<file path="src/rtl/apb_pkg.sv">
// rtl/apb_pkg.sv - shared types and default sizes for the APB master bridge
// Contents:
//   apb_state_e    : transfer phase (IDLE, SETUP, ACCESS)
//   APB_DATA_SIZE  : default APB data width in bits
//   APB_ADDR_SIZE  : default APB address width in bits
//   APB_TIMEOUT    : default wait-state limit (0 disables the abort)
package apb_pkg;

    typedef enum logic [1:0] {
        IDLE   = 2'd0,
        SETUP  = 2'd1,
        ACCESS = 2'd2
    } apb_state_e;

    localparam int APB_DATA_SIZE = 32;
    localparam int APB_ADDR_SIZE = 6;
    localparam int APB_TIMEOUT   = 16;

endpackage

</file>
<file path="src/rtl/apb_wait_timer.sv">
// rtl/apb_wait_timer.sv - saturating ACCESS wait-state counter with expiry flag
// Ports:
//   clk_i     : clock, rising edge
//   rst_i     : synchronous active-high reset
//   clear_i   : zero the count (asserted in SETUP, before ACCESS begins)
//   enable_i  : count one wait state (ACCESS with PREADY low)
//   expired_o : current ACCESS cycle is the last one allowed before abort
module apb_wait_timer #(
    parameter int TIMEOUT = 16
) (
    input  logic clk_i,
    input  logic rst_i,
    input  logic clear_i,
    input  logic enable_i,
    output logic expired_o
);

    localparam int CW = (TIMEOUT > 0) ? $clog2(TIMEOUT + 1) : 1;
    localparam logic [CW-1:0] LAST_WAIT = CW'(TIMEOUT - 1);
    localparam logic [CW-1:0] SAT_VALUE = CW'(TIMEOUT);

    logic [CW-1:0] cnt_q;
    logic [CW-1:0] cnt_d;

    always_comb begin
        cnt_d = cnt_q;
        if (clear_i) begin
            cnt_d = '0;
        end else if (enable_i && (cnt_q != SAT_VALUE)) begin
            cnt_d = cnt_q + CW'(1);
        end
    end

    always_ff @(posedge clk_i) begin
        if (rst_i) begin
            cnt_q <= '0;
        end else begin
            cnt_q <= cnt_d;
        end
    end

    // With TIMEOUT=0 the counter parks at zero and never reports expiry.
    assign expired_o = (TIMEOUT != 0) && (cnt_q == LAST_WAIT);

endmodule

</file>
<file path="src/rtl/apb_master_bridge.sv">
// rtl/apb_master_bridge.sv - single-outstanding command/response to APB requester
// Ports:
//   PCLK, PRESET         : clock and synchronous active-high reset
//   cmd_valid/cmd_ready  : command handshake; cmd_write, cmd_addr, cmd_wdata, cmd_strobe
//   rsp_valid            : one-cycle completion pulse; rsp_rdata, rsp_slverr, rsp_timeout held
//   PADDR..PSTROBE       : APB request outputs (all registered)
//   PRDATA, PREADY, PSLVERR : APB completion inputs
module apb_master_bridge
    import apb_pkg::*;
#(
    parameter int DATA_SIZE = APB_DATA_SIZE,
    parameter int ADDR_SIZE = APB_ADDR_SIZE,
    parameter int TIMEOUT   = APB_TIMEOUT
) (
    input  logic                   PCLK,
    input  logic                   PRESET,
    input  logic                   cmd_valid,
    output logic                   cmd_ready,
    input  logic                   cmd_write,
    input  logic [ADDR_SIZE-1:0]   cmd_addr,
    input  logic [DATA_SIZE-1:0]   cmd_wdata,
    input  logic [DATA_SIZE/8-1:0] cmd_strobe,
    output logic                   rsp_valid,
    output logic [DATA_SIZE-1:0]   rsp_rdata,
    output logic                   rsp_slverr,
    output logic                   rsp_timeout,
    output logic [ADDR_SIZE-1:0]   PADDR,
    output logic                   PSEL,
    output logic                   PENABLE,
    output logic                   PWRITE,
    output logic [DATA_SIZE-1:0]   PWDATA,
    output logic [DATA_SIZE/8-1:0] PSTROBE,
    input  logic [DATA_SIZE-1:0]   PRDATA,
    input  logic                   PREADY,
    input  logic                   PSLVERR
);

    localparam int STRB_SIZE = DATA_SIZE / 8;

    apb_state_e             state_q, state_d;
    logic                   psel_q, psel_d;
    logic                   penable_q, penable_d;
    logic                   pwrite_q, pwrite_d;
    logic [ADDR_SIZE-1:0]   paddr_q, paddr_d;
    logic [DATA_SIZE-1:0]   pwdata_q, pwdata_d;
    logic [STRB_SIZE-1:0]   pstrobe_q, pstrobe_d;
    logic                   rsp_valid_q, rsp_valid_d;
    logic [DATA_SIZE-1:0]   rsp_rdata_q, rsp_rdata_d;
    logic                   rsp_slverr_q, rsp_slverr_d;
    logic                   rsp_timeout_q, rsp_timeout_d;
    logic                   timer_expired;

    assign cmd_ready = (state_q == IDLE) && !PRESET;

    apb_wait_timer #(
        .TIMEOUT (TIMEOUT)
    ) u_wait_timer (
        .clk_i     (PCLK),
        .rst_i     (PRESET),
        .clear_i   (state_q == SETUP),
        .enable_i  ((state_q == ACCESS) && !PREADY),
        .expired_o (timer_expired)
    );

    always_comb begin
        state_d       = state_q;
        psel_d        = psel_q;
        penable_d     = penable_q;
        pwrite_d      = pwrite_q;
        paddr_d       = paddr_q;
        pwdata_d      = pwdata_q;
        pstrobe_d     = pstrobe_q;
        rsp_valid_d   = 1'b0;
        rsp_rdata_d   = rsp_rdata_q;
        rsp_slverr_d  = rsp_slverr_q;
        rsp_timeout_d = rsp_timeout_q;

        case (state_q)
            IDLE: begin
                if (cmd_valid && cmd_ready) begin
                    paddr_d   = cmd_addr;
                    pwrite_d  = cmd_write;
                    // Reads drive zero data/strobes so the bus never carries stale write data.
                    pwdata_d  = cmd_write ? cmd_wdata : '0;
                    pstrobe_d = cmd_write ? cmd_strobe : '0;
                    psel_d    = 1'b1;
                    penable_d = 1'b0;
                    state_d   = SETUP;
                end
            end
            SETUP: begin
                penable_d = 1'b1;
                state_d   = ACCESS;
            end
            ACCESS: begin
                if (PREADY) begin
                    psel_d        = 1'b0;
                    penable_d     = 1'b0;
                    state_d       = IDLE;
                    rsp_valid_d   = 1'b1;
                    rsp_slverr_d  = PSLVERR;
                    rsp_rdata_d   = pwrite_q ? '0 : PRDATA;
                    rsp_timeout_d = 1'b0;
                end else if (timer_expired) begin
                    psel_d        = 1'b0;
                    penable_d     = 1'b0;
                    state_d       = IDLE;
                    rsp_valid_d   = 1'b1;
                    rsp_slverr_d  = 1'b1;
                    rsp_rdata_d   = '0;
                    rsp_timeout_d = 1'b1;
                end
            end
            default: begin
                state_d = IDLE;
            end
        endcase
    end

    always_ff @(posedge PCLK) begin
        if (PRESET) begin
            state_q       <= IDLE;
            psel_q        <= 1'b0;
            penable_q     <= 1'b0;
            pwrite_q      <= 1'b0;
            paddr_q       <= '0;
            pwdata_q      <= '0;
            pstrobe_q     <= '0;
            rsp_valid_q   <= 1'b0;
            rsp_rdata_q   <= '0;
            rsp_slverr_q  <= 1'b0;
            rsp_timeout_q <= 1'b0;
        end else begin
            state_q       <= state_d;
            psel_q        <= psel_d;
            penable_q     <= penable_d;
            pwrite_q      <= pwrite_d;
            paddr_q       <= paddr_d;
            pwdata_q      <= pwdata_d;
            pstrobe_q     <= pstrobe_d;
            rsp_valid_q   <= rsp_valid_d;
            rsp_rdata_q   <= rsp_rdata_d;
            rsp_slverr_q  <= rsp_slverr_d;
            rsp_timeout_q <= rsp_timeout_d;
        end
    end

    assign PSEL        = psel_q;
    assign PENABLE     = penable_q;
    assign PWRITE      = pwrite_q;
    assign PADDR       = paddr_q;
    assign PWDATA      = pwdata_q;
    assign PSTROBE     = pstrobe_q;
    assign rsp_valid   = rsp_valid_q;
    assign rsp_rdata   = rsp_rdata_q;
    assign rsp_slverr  = rsp_slverr_q;
    assign rsp_timeout = rsp_timeout_q;

endmodule

</file>
<file path="config.mk">
export PLATFORM = sky130hd
export DESIGN_NAME = apb_master_bridge
export DESIGN_NICKNAME = d
export VERILOG_FILES = /design/src/rtl/apb_pkg.sv /design/src/rtl/apb_wait_timer.sv /design/src/rtl/apb_master_bridge.sv
export SDC_FILE = /design/constraint.sdc
export NUM_CORES = 1
export LEC_CHECK = 0
export CAP_MARGIN = 20
export CORE_ASPECT_RATIO = 1.4
export CORE_MARGIN = 1
export CORE_UTILIZATION = 35
export CTS_CLUSTER_DIAMETER = 40
export DETAILED_ROUTE_END_ITERATION = 6
export PLACE_DENSITY = 0.72
export SYNTH_ARGS = -nofsm -noshare
export SYNTH_HDL_FRONTEND = slang
export SYNTH_SLANG_ARGS = --single-unit
export TNS_END_PERCENT = 10
</file>
<file path="constraint.sdc">
create_clock -name PCLK -period 1.82 [get_ports PCLK]
set_input_delay 0.273 -clock PCLK [delete_from_list [all_inputs] [get_ports PCLK]]
set_output_delay 0.273 -clock PCLK [all_outputs]
set_load 0.01 [all_outputs]
</file>
**Word-level counts from Yosys, hierarchy flattened**

Index checks and enable logic that the tools add are counted.

- Add/subtract/negate cells: 1
- Equal/unequal tests: 6
- Muxes and demuxes: 20
- Bitwise operators: 1
- Reduce and logical (&&, ||, !) cells: 17

Operators with widths:

| kind | count |
|---|---|
| 32-bit two-way mux | 4 |
| 1-bit two-way mux | 9 |
| 2-bit two-way mux | 3 |
| 2-bit one-hot mux with 3 select lines | 1 |
| 2-bit AND reduction | 3 |
| 3-bit AND reduction | 2 |
| 5-bit by 1-bit adder with 5-bit output (second input constant) | 1 |
| 5-bit by 4-bit == test with 1-bit output (second input constant) | 1 |
| 5-bit inequality test (second input constant) | 1 |
| 1-bit logical AND | 4 |
| 4-bit two-way mux | 1 |
| 2-bit nonzero test | 2 |
| 2-bit OR reduction | 2 |
| 3-bit inequality test (second input constant) | 1 |
| 1-bit one-hot mux with 3 select lines | 1 |
| 3-bit nonzero test | 1 |
| 2-bit by 1-bit == test with 1-bit output (second input constant) | 1 |
| 2-bit == test (second input constant) | 1 |
| 1-bit logical NOT | 2 |
| 2-bit logical NOT | 1 |
| 2-bit by 1-bit inequality test with 1-bit output (second input constant) | 1 |
| 1-bit one-hot mux with 2 select lines | 1 |
| 1-bit NOT | 1 |

- Flip-flop bits (word level): 87
- Input bits: 80
- Output and inout bits: 81
- Logic and storage cells: 57

**Logic depth before layout (Yosys ltp)**

- Depth in word-level cells: 5
- Gate-level depth with buffers: 7
- Mapped depth without buffers: 6

**By module**

A second synthesis with hierarchy kept.

- Cells, all modules: 324
- Area, all modules: 3,113.0 µm²

Modules (own cells, without submodules):

| module | times used | cells each | area an instance (µm²) |
|---|---|---|---|
| apb_master_bridge | 1 | 292 | 2,807.7 |
| apb_wait_timer | 1 | 32 | 305.3 |

**Worst setup path before layout**

OpenSTA, ideal clock, no wires.

- Path type: reg-to-reg
- Start: reg u_wait_timer.cnt_q[0]
- End: reg rsp_rdata_q[10], in the netlist rsp_rdata[10]
- Setup time: 60 ps
- Arrival time: 1,838 ps
- Slack: -77 ps
- Stages on the path, launching flop included: 8
- Path buffers: 1
- Cell sequence: dfxtp_1 ha_1 and3_1 ha_1 or2_2 a21oi_1 buf_2 a22o_1

- Cells in the longest elaborated chain, start to end: 3

Ends and longest elaborated chain:

| item | line | text |
|---|---|---|
| from (decl) | apb_wait_timer.sv:22 | `logic [CW-1:0] cnt_q;` |
| from (signal assigned) | apb_wait_timer.sv:38 | `cnt_q <= cnt_d;` |
| 5-bit by 4-bit == test with 1-bit output | apb_wait_timer.sv:43 | `assign expired_o = (TIMEOUT != 0) && (cnt_q == LAST_WAIT);` |
| 2-bit nonzero test (no source line) | -- |  |
| 2-bit AND reduction (no source line) | -- |  |
| to (signal assigned) | apb_master_bridge.sv:142 | `rsp_rdata_q <= rsp_rdata_d;` |
| to (decl) | apb_master_bridge.sv:48 | `logic [DATA_SIZE-1:0] rsp_rdata_q, rsp_rdata_d;` |

Every way passes these cells.
A chain may end at the register's enable or synchronous reset.

**Worst setup path in the final report**

- Start: reg u_wait_timer.cnt_q[0]
- End: reg rsp_rdata_q[25], in the netlist rsp_rdata[25]

The elaborated chain is that of the path after synthesis.

==> flow_summary.json <==
{
  "worstHoldStart": "PRESET",
  "final_cell_area_um2": 5329,
  "vias_per_cell": 4.992,
  "reg2reg_depth": 9,
  "portBuffers": 160,
  "layout-drive-gt1-share": 0.09619,
  "hold_path.class": "primary input to flip-flop",
  "cp.required_ns": 2.10,
  "syn_to_final_growth_pct": 71.18,
  "placed_area_um2": 4866,
  "ys_ff_latch": 87,
  "routedWlPerCell_um": 15.12,
  "grt_pass1_vias": 2989,
  "grt_busiest_layer": "met2",
  "yosysMostFrequentCell": "dfxtp_1",
  "synth_edf_count": 0,
  "reg2reg_to": "rsp_rdata[25]",
  "dr.pass1.iters": 4,
  "p_leak_nw": 1.960,
  "grt.total_usage": 0.1985,
  "cp_slowest_stage_delay_ns": 0.33,
  "dpl.hpwl_um": 6092,
  "yosys_most_used_dff": "dfxtp_1",
  "power.density_nw_per_um2": 823.1,
  "finalSetupViolations": 0,
  "netlist_instances": 327,
  "min_to": "state_q[1]",
  "outcome": "completed",
  "fin_nets": 577,
  "fin_crit_ns": 1.783,
  "die_w_um": 81.71,
  "fmax_mhz": 560.7,
  "drtIter0Drc": 114,
  "synth_warnings": 0,
  "gr-usage-met2": 0.3483,
  "synth_top_cell_by_area": "dfxtp_1",
  "pin_count": 161,
  "worst_pin_slew_ns": 0.4116,
  "cts_tree": "done",
  "num_vias": 3015,
  "worstPathCellList": "ha_4 -> and3_4 -> ha_4 -> or2_4 -> a21oi_4 -> buf_6 -> buf_12 -> buf_16 -> a22o_1",
  "max-clock-path-buffers": 2,
  "crit_path_frequent_cell": "ha_4",
  "drc": 0,
  "clk_latency_ns": 0.33,
  "rsz0062_at_grt": "true",
  "worst-endpoint-arrival_ns": 2.06,
  "critical_path_class": "flip-flop to flip-flop",
  "synth_area_um2": 3113,
  "wirelength_um": 9132,
  "antenna_found_initial": 0,
  "totalNegativeSetupSlack_ns": 0,
  "seq_area_frac_synth": 0.5595,
  "synthTopCellsByArea": "dfxtp_1 56%, a22o_1 9.0%, a21oi_1 7.2%",
  "use_met3": 0.04560,
  "relSlewSlack": 0.7256,
  "rr_startpoint": "u_wait_timer.cnt_q[0]",
  "die_area_um2": 9280,
  "finalCritPeriodShare": 0.9799,
  "final_antenna_net_count": 0,
  "std_cell_rows": 40,
  "path_clk_slew_ns": 0.06,
  "h-tree-depth": 3,
  "yosys.area.top_type_share": 0.5595,
  "end_kind": "flip-flop",
  "overflow": 0,
  "reg2reg_slack_ns": 0.04,
  "n_antenna_cell": 0,
  "worst_path_max_delay_cell": "dfxtp_2",
  "avgSynthCellArea_um2": 9.520,
  "peakVddDrop_uv": 500.7,
  "syn-num-nets": 410,
  "cp_max_fo": 8,
  "yosys-top-cells-count": "87 x dfxtp_1, 53 x nand2_1, 45 x a21oi_1",
  "core_area_um2": 8608,
  "nFillCells": 736,
  "synthArstFlopShare": 0,
  "cts_root_buf": "clkbuf_16",
  "grt_start_max_net_pins": 39,
  "maxSlewViolCount": 0,
  "min_delay_path_depth": 3,
  "gp_congestion": 0.7564,
  "cts_buffers": 9,
  "cp-start-kind": "flip-flop",
  "dieHeight_um": 113.6,
  "grt_pass1_wl_um": 14050,
  "cts_sinks": 87,
  "ys_types": 33,
  "hold_viol_final": 0,
  "gr-usage-met1": 0.2154,
  "maxCapViolCount": 0,
  "start_util": 0.3616,
  "finClkSkew_ns": 0.004950
}
[registers in the layout (all words and copies together), names as in the netlist, 2 cells and up]
register and cells:
PADDR 6, u_wait_timer.cnt_q 5, state_q 2, PSTROBE 4, rsp_rdata 32, PWDATA 32
[report_power, final]
group	internal [mW]	switching, mW	total, mW	leakage [nW]
clock network	1.10	0.715	1.82	0.140
registers	1.96	0.0351	2.00	0.706
logic	0.349	0.223	0.572	1.11
total	3.41	0.973	4.39	1.96
[cells in the final DEF, fill, tap and decap left out, drive strengths merged, types with 2 or more instances in the layout]
| master | synthesis | layout |
|---|---|---|
| nand2 | 53 | 53 |
| clkinv | 1 | 2 |
| inv | 7 | 7 |
| nand3 | 41 | 41 |
| nor2 | 2 | 2 |
| and3 | 3 | 3 |
| mux2i | 2 | 2 |
| buf | 20 | 24 |
| a211oi | 2 | 2 |
| ha | 3 | 3 |
| a21o | 2 | 2 |
| clkdlybuf4s50 | 0 | 158 |
| dfxtp | 87 | 87 |
| clkbuf | 7 | 13 |
| a22o | 32 | 32 |
| o21ai | 6 | 6 |
| a21oi | 45 | 45 |
[how the worst max path moves through the flow]
stage | depth (start not counted) | startpoint | slack, ns | endpoint
finish | 9 | u_wait_timer.cnt_q[0] | 0.04 | rsp_rdata[25]
CTS | 9 | u_wait_timer.cnt_q[1] | -0.003 | rsp_rdata[16]
global route | 9 | u_wait_timer.cnt_q[1] | -0.03 | rsp_rdata[1]
detailed placement | 7 | u_wait_timer.cnt_q[0] | -0.03 | rsp_rdata[11]
global placement | 6 | cmd_valid | 0.03 | PWDATA[21]
floorplan | 7 | u_wait_timer.cnt_q[0] | 0.01 | rsp_rdata[10]
[logic make-up (layout without fill, tap and decap cells)]
kind of cell,count (synthesis),count (layout),share of synthesized area
simple gates,110,110,0.1684
mux,2,2,0.006431
fa+ha+maj,3,3,0.01206
flops,87,87,0.5595
buf+inv,35,207,0.06310
compound gates,90,90,0.1905
[metrics by stage]
stage | cells | setup slack, ns | power (mW) | util | hold slack, ns
after floorplan | 327 | 0.01049 | 2.232 | - | 0.3696
after global placement | 582 | 0.02695 | 2.557 | 0.5653 | 0.4374
after detailed placement | 582 | -0.03383 | 2.564 | 0.5653 | 0.4453
after CTS | 605 | -0.003330 | 4.429 | 0.6201 | 0.3106
after global routing | 604 | -0.02549 | 4.570 | 0.6190 | 0.3276
final | 604 | 0.03666 | 4.386 | 0.6190 | 0.3210
[worst max-delay path: cells and delay by family, from the launching register on]
| family | cells | cell delay, ns |
|---|---|---|
| adder cells (fa/ha/maj) | 2 | 0.31 |
| buffers and inverters | 3 | 0.36 |
| AND/OR/NAND/NOR | 2 | 0.43 |
| AO/OA/AOI/OAI | 2 | 0.29 |
| flip-flops | 1 | 0.33 |
[cell type report]
cell class | count | area (µm²) | share of cell area
Clock inverter | 3 | 42.54 | 0.007983
Inverter | 8 | 31.28 | 0.005870
Clock buffer | 13 | 250.2 | 0.04696
Tap cell | 105 | 131.4 | 0.02465
Timing Repair Buffer | 183 | 1902 | 0.3569
Sequential cell | 87 | 1744 | 0.3273
Multi-Input combinational cell | 205 | 1227 | 0.2303
[layer usage]
| metal | vias to the layer above | wire, µm |
|---|---|---|
| li1 | 1486 | - |
| met1 | 1402 | 3677 |
| met2 | 102 | 4616 |
| met3 | 25 | 562 |
| met4 | 0 | 276 |
| met5 | - | 0 |
[what timing repair did]
action,in CTS,in global routing
setup endpoints to repair,32,17
gates resized for setup,15,1
gates cloned,3,0
hold buffers,0,0
pin swaps,17,6
buffers inserted,4,0
(Power assumes the default switching activity.)
